==> config.mk <==
export PLATFORM = sky130hd
export DESIGN_NAME = mode_display_scanner_flat
export DESIGN_NICKNAME = d
export VERILOG_FILES = /design/src/rtl/mode_display_pkg.sv /design/src/rtl/mode_display_scanner_if.sv /design/src/rtl/sym_seven_seg_decode.sv /design/src/rtl/mode_display_scanner.sv /design/src/flat_wrapper.sv
export SDC_FILE = /design/constraint.sdc
export NUM_CORES = 1
export LEC_CHECK = 0
export BUFFER_PORTS_ARGS = -buffer_cell sky130_fd_sc_hd__buf_2
export CAP_MARGIN = 10
export CORE_UTILIZATION = 40
export DETAILED_ROUTE_END_ITERATION = 10
export PLACE_DENSITY = 0.63
export SLEW_MARGIN = 25
export SYNTH_ARGS = -nofsm -noshare
export SYNTH_HDL_FRONTEND = slang
export SYNTH_SLANG_ARGS = --single-unit
==> constraint.sdc <==
create_clock -name clk -period 2.3 [get_ports clk]
set_input_delay 0.46 -clock clk [delete_from_list [all_inputs] [get_ports clk]]
set_output_delay 0.46 -clock clk [all_outputs]
set_load 0.01 [all_outputs]
==> src/rtl/mode_display_pkg.sv <==
// Symbol codes and active-low {g,f,e,d,c,b,a} segment patterns for the mode/status display.
package mode_display_pkg;

  localparam logic [3:0] SYM_P     = 4'hA;
  localparam logic [3:0] SYM_R     = 4'hB;
  localparam logic [3:0] SYM_D     = 4'hC;
  localparam logic [3:0] SYM_N     = 4'hD;
  localparam logic [3:0] SYM_DASH  = 4'hE;
  localparam logic [3:0] SYM_BLANK = 4'hF;

  localparam logic [6:0] SEG_OFF  = 7'b111_1111;
  localparam logic [6:0] SEG_0    = 7'b100_0000;
  localparam logic [6:0] SEG_1    = 7'b111_1001;
  localparam logic [6:0] SEG_2    = 7'b010_0100;
  localparam logic [6:0] SEG_3    = 7'b011_0000;
  localparam logic [6:0] SEG_4    = 7'b001_1001;
  localparam logic [6:0] SEG_5    = 7'b001_0010;
  localparam logic [6:0] SEG_6    = 7'b000_0010;
  localparam logic [6:0] SEG_7    = 7'b111_1000;
  localparam logic [6:0] SEG_8    = 7'b000_0000;
  localparam logic [6:0] SEG_9    = 7'b001_0000;
  localparam logic [6:0] SEG_P    = 7'b000_1100;
  localparam logic [6:0] SEG_R    = 7'b010_1111;
  localparam logic [6:0] SEG_D    = 7'b010_0001;
  localparam logic [6:0] SEG_N    = 7'b010_1011;
  localparam logic [6:0] SEG_DASH = 7'b011_1111;

endpackage

==> src/rtl/mode_display_scanner_if.sv <==
// Symbol/control inputs from the mode logic and the board-facing segment/anode pins.
interface mode_display_scanner_if #(
  parameter int NUM_DIGITS = 4
);
  logic                      load;
  logic [4*NUM_DIGITS-1:0]   code_in;
  logic                      blank_lz;
  logic [NUM_DIGITS-1:0]     blink_en;
  logic [6:0]                seg;
  logic [NUM_DIGITS-1:0]     an;
  logic                      frame_tick;

  modport master (
    output load, code_in, blank_lz, blink_en,
    input  seg, an, frame_tick
  );

  modport slave (
    input  load, code_in, blank_lz, blink_en,
    output seg, an, frame_tick
  );
endinterface

==> src/rtl/sym_seven_seg_decode.sv <==
// Combinational 4-bit symbol code to active-low 7-segment pattern; zero latency.
module sym_seven_seg_decode
  import mode_display_pkg::*;
(
  input  logic [3:0] code,
  output logic [6:0] pattern
);

  always_comb begin
    pattern = SEG_OFF;
    case (code)
      4'h0:      pattern = SEG_0;
      4'h1:      pattern = SEG_1;
      4'h2:      pattern = SEG_2;
      4'h3:      pattern = SEG_3;
      4'h4:      pattern = SEG_4;
      4'h5:      pattern = SEG_5;
      4'h6:      pattern = SEG_6;
      4'h7:      pattern = SEG_7;
      4'h8:      pattern = SEG_8;
      4'h9:      pattern = SEG_9;
      SYM_P:     pattern = SEG_P;
      SYM_R:     pattern = SEG_R;
      SYM_D:     pattern = SEG_D;
      SYM_N:     pattern = SEG_N;
      SYM_DASH:  pattern = SEG_DASH;
      default:   pattern = SEG_OFF;
    endcase
  end

endmodule

==> src/rtl/mode_display_scanner.sv <==
// Multiplexed 7-seg scanner with frame-synchronous display update, leading-zero blanking and blink.
// seg/an are registered: they show the digit selected on the previous clock.
module mode_display_scanner
  import mode_display_pkg::*;
#(
  parameter int NUM_DIGITS = 4,
  parameter int SCAN_DIV   = 50000,
  parameter int BLINK_DIV  = 64,
  parameter int AN_ACT_LOW = 1
) (
  input  logic                   clk,
  input  logic                   reset,
  mode_display_scanner_if.slave  bus
);

  localparam int SW = $clog2(SCAN_DIV);
  localparam int DW = $clog2(NUM_DIGITS);
  localparam int FW = (BLINK_DIV > 1) ? $clog2(BLINK_DIV) : 1;
  localparam logic [SW-1:0] SLOT_LAST  = SW'(SCAN_DIV - 1);
  localparam logic [DW-1:0] DIGIT_LAST = DW'(NUM_DIGITS - 1);
  localparam logic [FW-1:0] FRAME_LAST = FW'(BLINK_DIV - 1);
  localparam logic [NUM_DIGITS-1:0] AN_OFF =
    (AN_ACT_LOW != 0) ? {NUM_DIGITS{1'b1}} : {NUM_DIGITS{1'b0}};

  logic [SW-1:0]           slot_cnt;
  logic [DW-1:0]           digit_idx;
  logic [FW-1:0]           frame_cnt;
  logic                    blink_phase;
  logic                    wrap_q;
  logic [4*NUM_DIGITS-1:0] shadow;
  logic [4*NUM_DIGITS-1:0] display;
  logic [6:0]              seg_q;
  logic [NUM_DIGITS-1:0]   an_q;
  logic                    tick_q;

  logic                    slot_last;
  logic                    frame_boundary;
  logic [NUM_DIGITS-1:0]   lz_blank;
  logic                    zero_run;
  logic [3:0]              cur_code;
  logic                    cur_blank;
  logic [3:0]              shown_code;
  logic [6:0]              pattern;
  logic [NUM_DIGITS-1:0]   an_sel;
  logic [NUM_DIGITS-1:0]   an_on;

  assign slot_last      = (slot_cnt == SLOT_LAST);
  assign frame_boundary = slot_last && (digit_idx == DIGIT_LAST);

  always_ff @(posedge clk) begin
    if (reset) begin
      slot_cnt    <= '0;
      digit_idx   <= '0;
      frame_cnt   <= '0;
      blink_phase <= 1'b0;
      wrap_q      <= 1'b0;
    end else begin
      wrap_q <= frame_boundary;
      if (!slot_last) begin
        slot_cnt <= slot_cnt + 1'b1;
      end else begin
        slot_cnt <= '0;
        if (digit_idx != DIGIT_LAST) begin
          digit_idx <= digit_idx + 1'b1;
        end else begin
          digit_idx <= '0;
          if (frame_cnt == FRAME_LAST) begin
            frame_cnt   <= '0;
            blink_phase <= ~blink_phase;
          end else begin
            frame_cnt <= frame_cnt + 1'b1;
          end
        end
      end
    end
  end

  // Display only changes at the frame boundary so a frame never mixes old and new codes.
  always_ff @(posedge clk) begin
    if (reset) begin
      shadow  <= '1;
      display <= '1;
    end else begin
      if (bus.load) shadow <= bus.code_in;
      if (frame_boundary) display <= bus.load ? bus.code_in : shadow;
    end
  end

  // Zero run starts at the MSD; any non-zero code (including A-F) ends it. Digit 0 is exempt.
  always_comb begin
    lz_blank = '0;
    zero_run = bus.blank_lz;
    for (int i = NUM_DIGITS - 1; i >= 1; i--) begin
      zero_run    = zero_run && (display[4*i +: 4] == 4'h0);
      lz_blank[i] = zero_run;
    end
  end

  assign cur_code   = display[{digit_idx, 2'b00} +: 4];
  assign cur_blank  = lz_blank[digit_idx] | (blink_phase & bus.blink_en[digit_idx]);
  assign shown_code = cur_blank ? SYM_BLANK : cur_code;
  assign an_sel     = NUM_DIGITS'(1) << digit_idx;
  assign an_on      = (AN_ACT_LOW != 0) ? ~an_sel : an_sel;

  sym_seven_seg_decode u_decode (
    .code    (shown_code),
    .pattern (pattern)
  );

  always_ff @(posedge clk) begin
    if (reset) begin
      seg_q  <= SEG_OFF;
      an_q   <= AN_OFF;
      tick_q <= 1'b0;
    end else begin
      tick_q <= wrap_q;
      if (slot_cnt == '0) begin
        seg_q <= SEG_OFF;
        an_q  <= AN_OFF;
      end else begin
        seg_q <= pattern;
        an_q  <= an_on;
      end
    end
  end

  assign bus.seg        = seg_q;
  assign bus.an         = an_q;
  assign bus.frame_tick = tick_q;

endmodule

==> src/flat_wrapper.sv <==
// flat-port wrapper written by rule: the top's interface ports become plain ports
module mode_display_scanner_flat import mode_display_pkg::*;
#(
  parameter int NUM_DIGITS = 4,
  parameter int SCAN_DIV   = 50000,
  parameter int BLINK_DIV  = 64,
  parameter int AN_ACT_LOW = 1
)
  (clk, reset, bus_load, bus_code_in, bus_blank_lz, bus_blink_en, bus_seg, bus_an, bus_frame_tick);
  mode_display_scanner_if #(.NUM_DIGITS(NUM_DIGITS)) bus_i ();
  input  logic clk;
  input  logic reset;
  input wire logic [$bits(bus_i.load)-1:0] bus_load;
  input wire logic [$bits(bus_i.code_in)-1:0] bus_code_in;
  input wire logic [$bits(bus_i.blank_lz)-1:0] bus_blank_lz;
  input wire logic [$bits(bus_i.blink_en)-1:0] bus_blink_en;
  output wire logic [$bits(bus_i.seg)-1:0] bus_seg;
  output wire logic [$bits(bus_i.an)-1:0] bus_an;
  output wire logic [$bits(bus_i.frame_tick)-1:0] bus_frame_tick;
  assign bus_i.load = bus_load;
  assign bus_i.code_in = bus_code_in;
  assign bus_i.blank_lz = bus_blank_lz;
  assign bus_i.blink_en = bus_blink_en;
  assign bus_seg = bus_i.seg;
  assign bus_an = bus_i.an;
  assign bus_frame_tick = bus_i.frame_tick;
  mode_display_scanner #(.NUM_DIGITS(NUM_DIGITS), .SCAN_DIV(SCAN_DIV), .BLINK_DIV(BLINK_DIV), .AN_ACT_LOW(AN_ACT_LOW)) u_core (.clk(clk), .reset(reset), .bus(bus_i));
endmodule
After elaboration in Yosys (flattened, before gate mapping). Memory sizes are Yosys's and may differ from the RTL's. A register that Yosys moved wholly into a read port is not among the register bits. Cells that the tools add are included.

Register bits: 63. Bits in read-only memories: 112. Output and inout port bits: 12. Memories: 1.

$add $sub $neg: 3. $lt $le $gt $ge: 1. Equality and inequality tests: 4. Shift-type cells: 2. Multiplexer cells: 8. Bitwise gates (word level): 5. Reductions and logical operators: 12.

Memory list: (name not given) (depth 16, width 7, rd ports 1, clocked after Yosys merged registers in 1, wr ports 0, line sym_seven_seg_decode.sv:11) `case (code)`.

Operator list (number): 16-bit by 1-bit adder with 16-bit output, second input constant (1); 16-bit == test, second input constant (1); 16-bit zero test (1); 16-bit two-way mux (1); 16-bit by 5-bit indexed part select with 4-bit output (1); 4-bit zero test (3); 6-bit by 1-bit adder with 6-bit output, second input constant (1); 6-bit == test, second input constant (1); 6-bit two-way mux (1); 1-bit binary-select mux with 2-bit select (2); 1-bit logical AND (4); 4-bit two-way mux (1); 4-bit NOT (1); 2-bit OR reduction (2); 1-bit by 2-bit left shift with 4-bit output, first input constant (1); 2-bit by 3-bit less-than comparator with 1-bit output, second input constant (1); 3-bit AND reduction (1); 2-bit by 1-bit adder with 2-bit output, second input constant (1); 2-bit == test, second input constant (1); 1-bit two-way mux (2); 2-bit two-way mux (1); 2-bit != test, second input constant (1); 1-bit NOT (2); 2-bit AND reduction (1); 2 further kinds (2).

Logic depth before layout (Yosys ltp).
Word-level depth: 8. Gate-level depth with buffers: 9. Mapped depth without buffers: 8.

Hierarchy. A second synthesis with hierarchy kept.

Cells, all modules: 347. Area total of the unflattened synthesis: 3119.2 um^2.

Modules (own cells, without submodules): mode_display_scanner (times used 1, cells each 317, area an instance 2881.5 um^2, sequential area each 1401.3 um^2); sym_seven_seg_decode (times used 1, cells each 30, area an instance 237.7 um^2, sequential area each 0.0 um^2).

Least setup slack after synthesis. Ideal clock, no wire load.

Path type: reg-to-reg. Start: register u_core.digit_idx[0]. End: register u_core.seg_q[1] (netlist: u_core.bus.seg[1]). Setup time: 139 ps. Data arrival time: 2020 ps. Required time: 2161 ps. Slack: 141 ps. Stages on the path, launching flop included: 9. Path buffers: 1. Period minus slack after synthesis: 2159 ps. Path through: dfxtp_1 > buf_2 > mux4_2 > nand2_1 > o31ai_1 > or2_2 > ha_1 > o211ai_1 > o211ai_1.

Longest elaborated chain between the ends: 5.

Ends and longest elaborated chain: from (decl) (line mode_display_scanner.sv:26) `logic [DW-1:0] digit_idx;`; from (signal assigned) (line mode_display_scanner.sv:64) `digit_idx <= digit_idx + 1'b1;`; 1-bit binary-select mux with 2-bit select (line mode_display_scanner.sv:100) `assign cur_blank = lz_blank[digit_idx] | (blink_phase & bus.blink_en[digit_idx]);`; 1-bit two-way mux (implied by the code) (line mode_display_scanner.sv:100); 1-bit AND (line mode_display_scanner.sv:100); 1-bit OR (line mode_display_scanner.sv:100); 4-bit two-way mux * (line mode_display_scanner.sv:101) `assign shown_code = cur_blank ? SYM_BLANK : cur_code;`; to (decl) (line mode_display_scanner.sv:32) `logic [6:0] seg_q;`.

Every way passes the cells marked *; elsewhere a longest branch is shown, timed or not. The select of a mux whose other input is x is not followed. A chain may end at the register's enable or synchronous reset.

Worst setup path after layout. Ends and elaborated chain as after synthesis.

==> results.yml <==
clocking:
  cts_tree: "done"
  cts_max_level: 3
  clockBufferDepth: 2
  clock_sinks: 70
  numCtsBuffers: 9
  clock_latency_ns: 0.34
  root_buffer: "clkbuf_8"
  clk_pin_slew_ns: 0.08
layout:
  register_area_mm2: 0.00140
  antenna_cells: 0
  area_delta_synth_final_pct: 16.1
  final_util: 0.479
  drive_above_1_share: 0.196
  nFillCells: 732
  final_cells: 485
  multiInputGateArea_mm2: 0.00166
  finish.instance_area_mm2: 0.00370
  final_nets: 412
pwr:
  p_leak_nw: 1.54
  peakVddDrop_v: 0.000329
  p_per_area_mw_per_mm2: 633
global_routing:
  grt_usage: 0.158
  grt_overflow: 0
  antenna_found_initial: 0
  grt_pass1_vias: 2305
  grt_max_degree: 49
  grt_pass1_wl_mm: 10.6
critical_path:
  end_kind: "register"
  crit_type: "register to register"
  worstSetupStartpointType: "register"
  r2r_setup_slack_ns: 0.18
  cp.arrival_ns: 2.32
  rr_endpoint: "u_core.bus.seg[1]"
  required_ns: 2.50
  worst-path-max-fanout: 10
  crit_start: "u_core.digit_idx[0]"
  reg2reg_depth: 6
  r2r_start: "u_core.digit_idx[0]"
synthesis:
  yosysUniqueCellTypes: 47
  async_flop_share: 0
  synth.net_count: 375
  synth_edf_count: 0
  yosys_warnings: 0
  netlist_area_mm2: 0.00319
  synth-seq-area-share: 0.440
  ys_ff_latch: 70
  avgSynthCellArea_um2: 9.35
  yosysTopAreaCellShare: 0.440
  synth_ff_type: "dfxtp_1"
  synth.area.top_cells: "dfxtp_1 44%, nor2_1 4.8%, a211o_1 4.7%"
  synth_cells: 341
  synth_top_cell_by_area: "dfxtp_1"
route:
  dr.max_layer_used: "met4"
  vias_per_cell: 5.14
  met2WireLength_mm: 2.70
  drc: 0
  wl_met1_mm: 3.18
  dr.pass1.iters: 4
  vias: 2492
  wl_per_cell_um: 12.7
  routed_wirelength_mm: 6.15
  met3WireLength_um: 194
  initialDrtViolationCount: 58
  antenna_left: 0
placement:
  globalplace.congestion: 0.778
  port_buffers: 35
  dp_hpwl_mm: 4.35
  postPlaceCellArea_mm2: 0.00350
  dp.cells: 469
outcome:
  status: "complete, no violations"
floorplanning:
  die_w_um: 91.3
  die_h_um: 91.3
  pin_count: 36
  die_area_mm2: 0.00833
  start_util: 0.412
  core_area_mm2: 0.00773
  rows: 32
timing:
  holdWs_ns: 0.339
  rsz0062_at_grt: "no"
  setup_violations: 0
  skew_ns: 0.00915
  hold_viol: 0
  timing.fmax_mhz: 471
  worst_slew_margin_rel: 0.730
  maxSlewViolCount: 0
  period_share: 0.924
  finalSetupTns_ns: 0
  finalCriticalPeriod_ns: 2.12
  tightest_slew_ns: 0.405
worst_hold_path:
  hp-class: "input pin to register"
  worstHoldStart: "bus_code_in[11]"
  holdPathStages: 2
  min_to: "u_core.shadow[11]"
job:
  maxCapViolations: 0
==> placed cells by master, fill, tap and decap left out, drive strengths merged, types with 9 or more instances in the layout <==
| master | count |
|---|---|
| nor2b | 21 |
| a21oi | 12 |
| buf | 47 |
| nand3 | 11 |
| nand2 | 21 |
| inv | 9 |
| ha | 10 |
| o21bai | 16 |
| clkbuf | 11 |
| a211o | 17 |
| nor2 | 42 |
| xor2 | 9 |
| dfxtp | 70 |
| a211oi | 17 |
==> sequential cells by signal (all words and copies together), names as in the netlist <==
signal and count:
u_core.bus.an 4, u_core.frame_cnt 6, u_core.display 16, u_core.slot_cnt 16
u_core.bus.frame_tick 1, u_core.bus.seg 7, u_core.digit_idx 2, u_core.blink_phase 1
u_core.shadow 16, u_core.wrap_q 1
==> Yosys cell counts, types with 9 or more instances <==
cell type  number
a211o_1        17
a211oi_1       17
a21oi_1        11
clkbuf_1       10
dfxtp_1        70
ha_1           10
inv_1           9
nand2_1        21
nand3_1        10
nor2_1         41
nor2b_1        20
o21bai_1       16
xor2_1          9
==> final cells by class <==
type | count | area share
Multi-Input combinational cell | 241 | 0.448
Sequential cell | 70 | 0.379
Timing Repair Buffer | 47 | 0.0784
Clock buffer | 11 | 0.0355
Tap cell | 102 | 0.0345
Clock inverter | 5 | 0.0162
Inverter | 9 | 0.00913
==> where the power goes <==
group	switching (W)	internal, W	leakage (nW)	total (W)
registers	0.00000812	0.00124	0.570	0.00124
logic	0.0000667	0.0000627	0.883	0.000129
clock network	0.000469	0.000502	0.0818	0.000970
total	0.000543	0.00180	1.54	0.00234
==> worst max-delay path, stage by stage, from the launching register on <==
cell      delay, ns
dfxtp_1        0.36
buf_4          0.21
mux4_2         0.59
or2_2          0.31
ha_1           0.22
o211ai_1       0.18
o211ai_1       0.11
==> routing by layer <==
| metal | track usage | vias up |
|---|---|---|
| met3 | 0.0335 | 7 |
| met5 | 0 | - |
| li1 | - | 1290 |
| met4 | 0.0635 | 0 |
| met1 | 0.218 | 1157 |
| met2 | 0.240 | 38 |
==> how the worst max path moves through the flow <==
stage                                    to  slack [ns]
final                     u_core.bus.seg[1]        0.18
after global routing      u_core.bus.seg[1]        0.04
after CTS                 u_core.bus.seg[1]        0.17
after detailed placement  u_core.bus.seg[1]         0.1
after global placement    u_core.bus.seg[1]        0.13
after floorplan           u_core.bus.seg[1]        0.14
==> cells by family (layout without fill, tap and decap cells) <==
logic type / count (synthesis) / count (layout) / synth area share
flops: 70 / 70 / 0.440
buf+inv: 30 / 72 / 0.0420
fa+ha+maj: 10 / 10 / 0.0393
simple gates: 133 / 133 / 0.224
xor+xnor: 15 / 15 / 0.0412
mux: 5 / 5 / 0.0353
compound gates: 78 / 78 / 0.179
==> repair_timing <==
item,4_1_cts,5_1_grt
endpoints found under the setup margin,0,4
resized for setup,0,1
hold buffers,0,0
setup buffers,0,0
==> stage by stage <==
step | setup slack (ns) | power [W]
global route | 0.0371 | 0.00243
finish | 0.176 | 0.00234
global placement | 0.130 | 0.00140
detailed placement | 0.0990 | 0.00140
floorplan | 0.141 | 0.00135
CTS | 0.165 | 0.00237
Note: power is estimated with default switching activity, not from simulation.
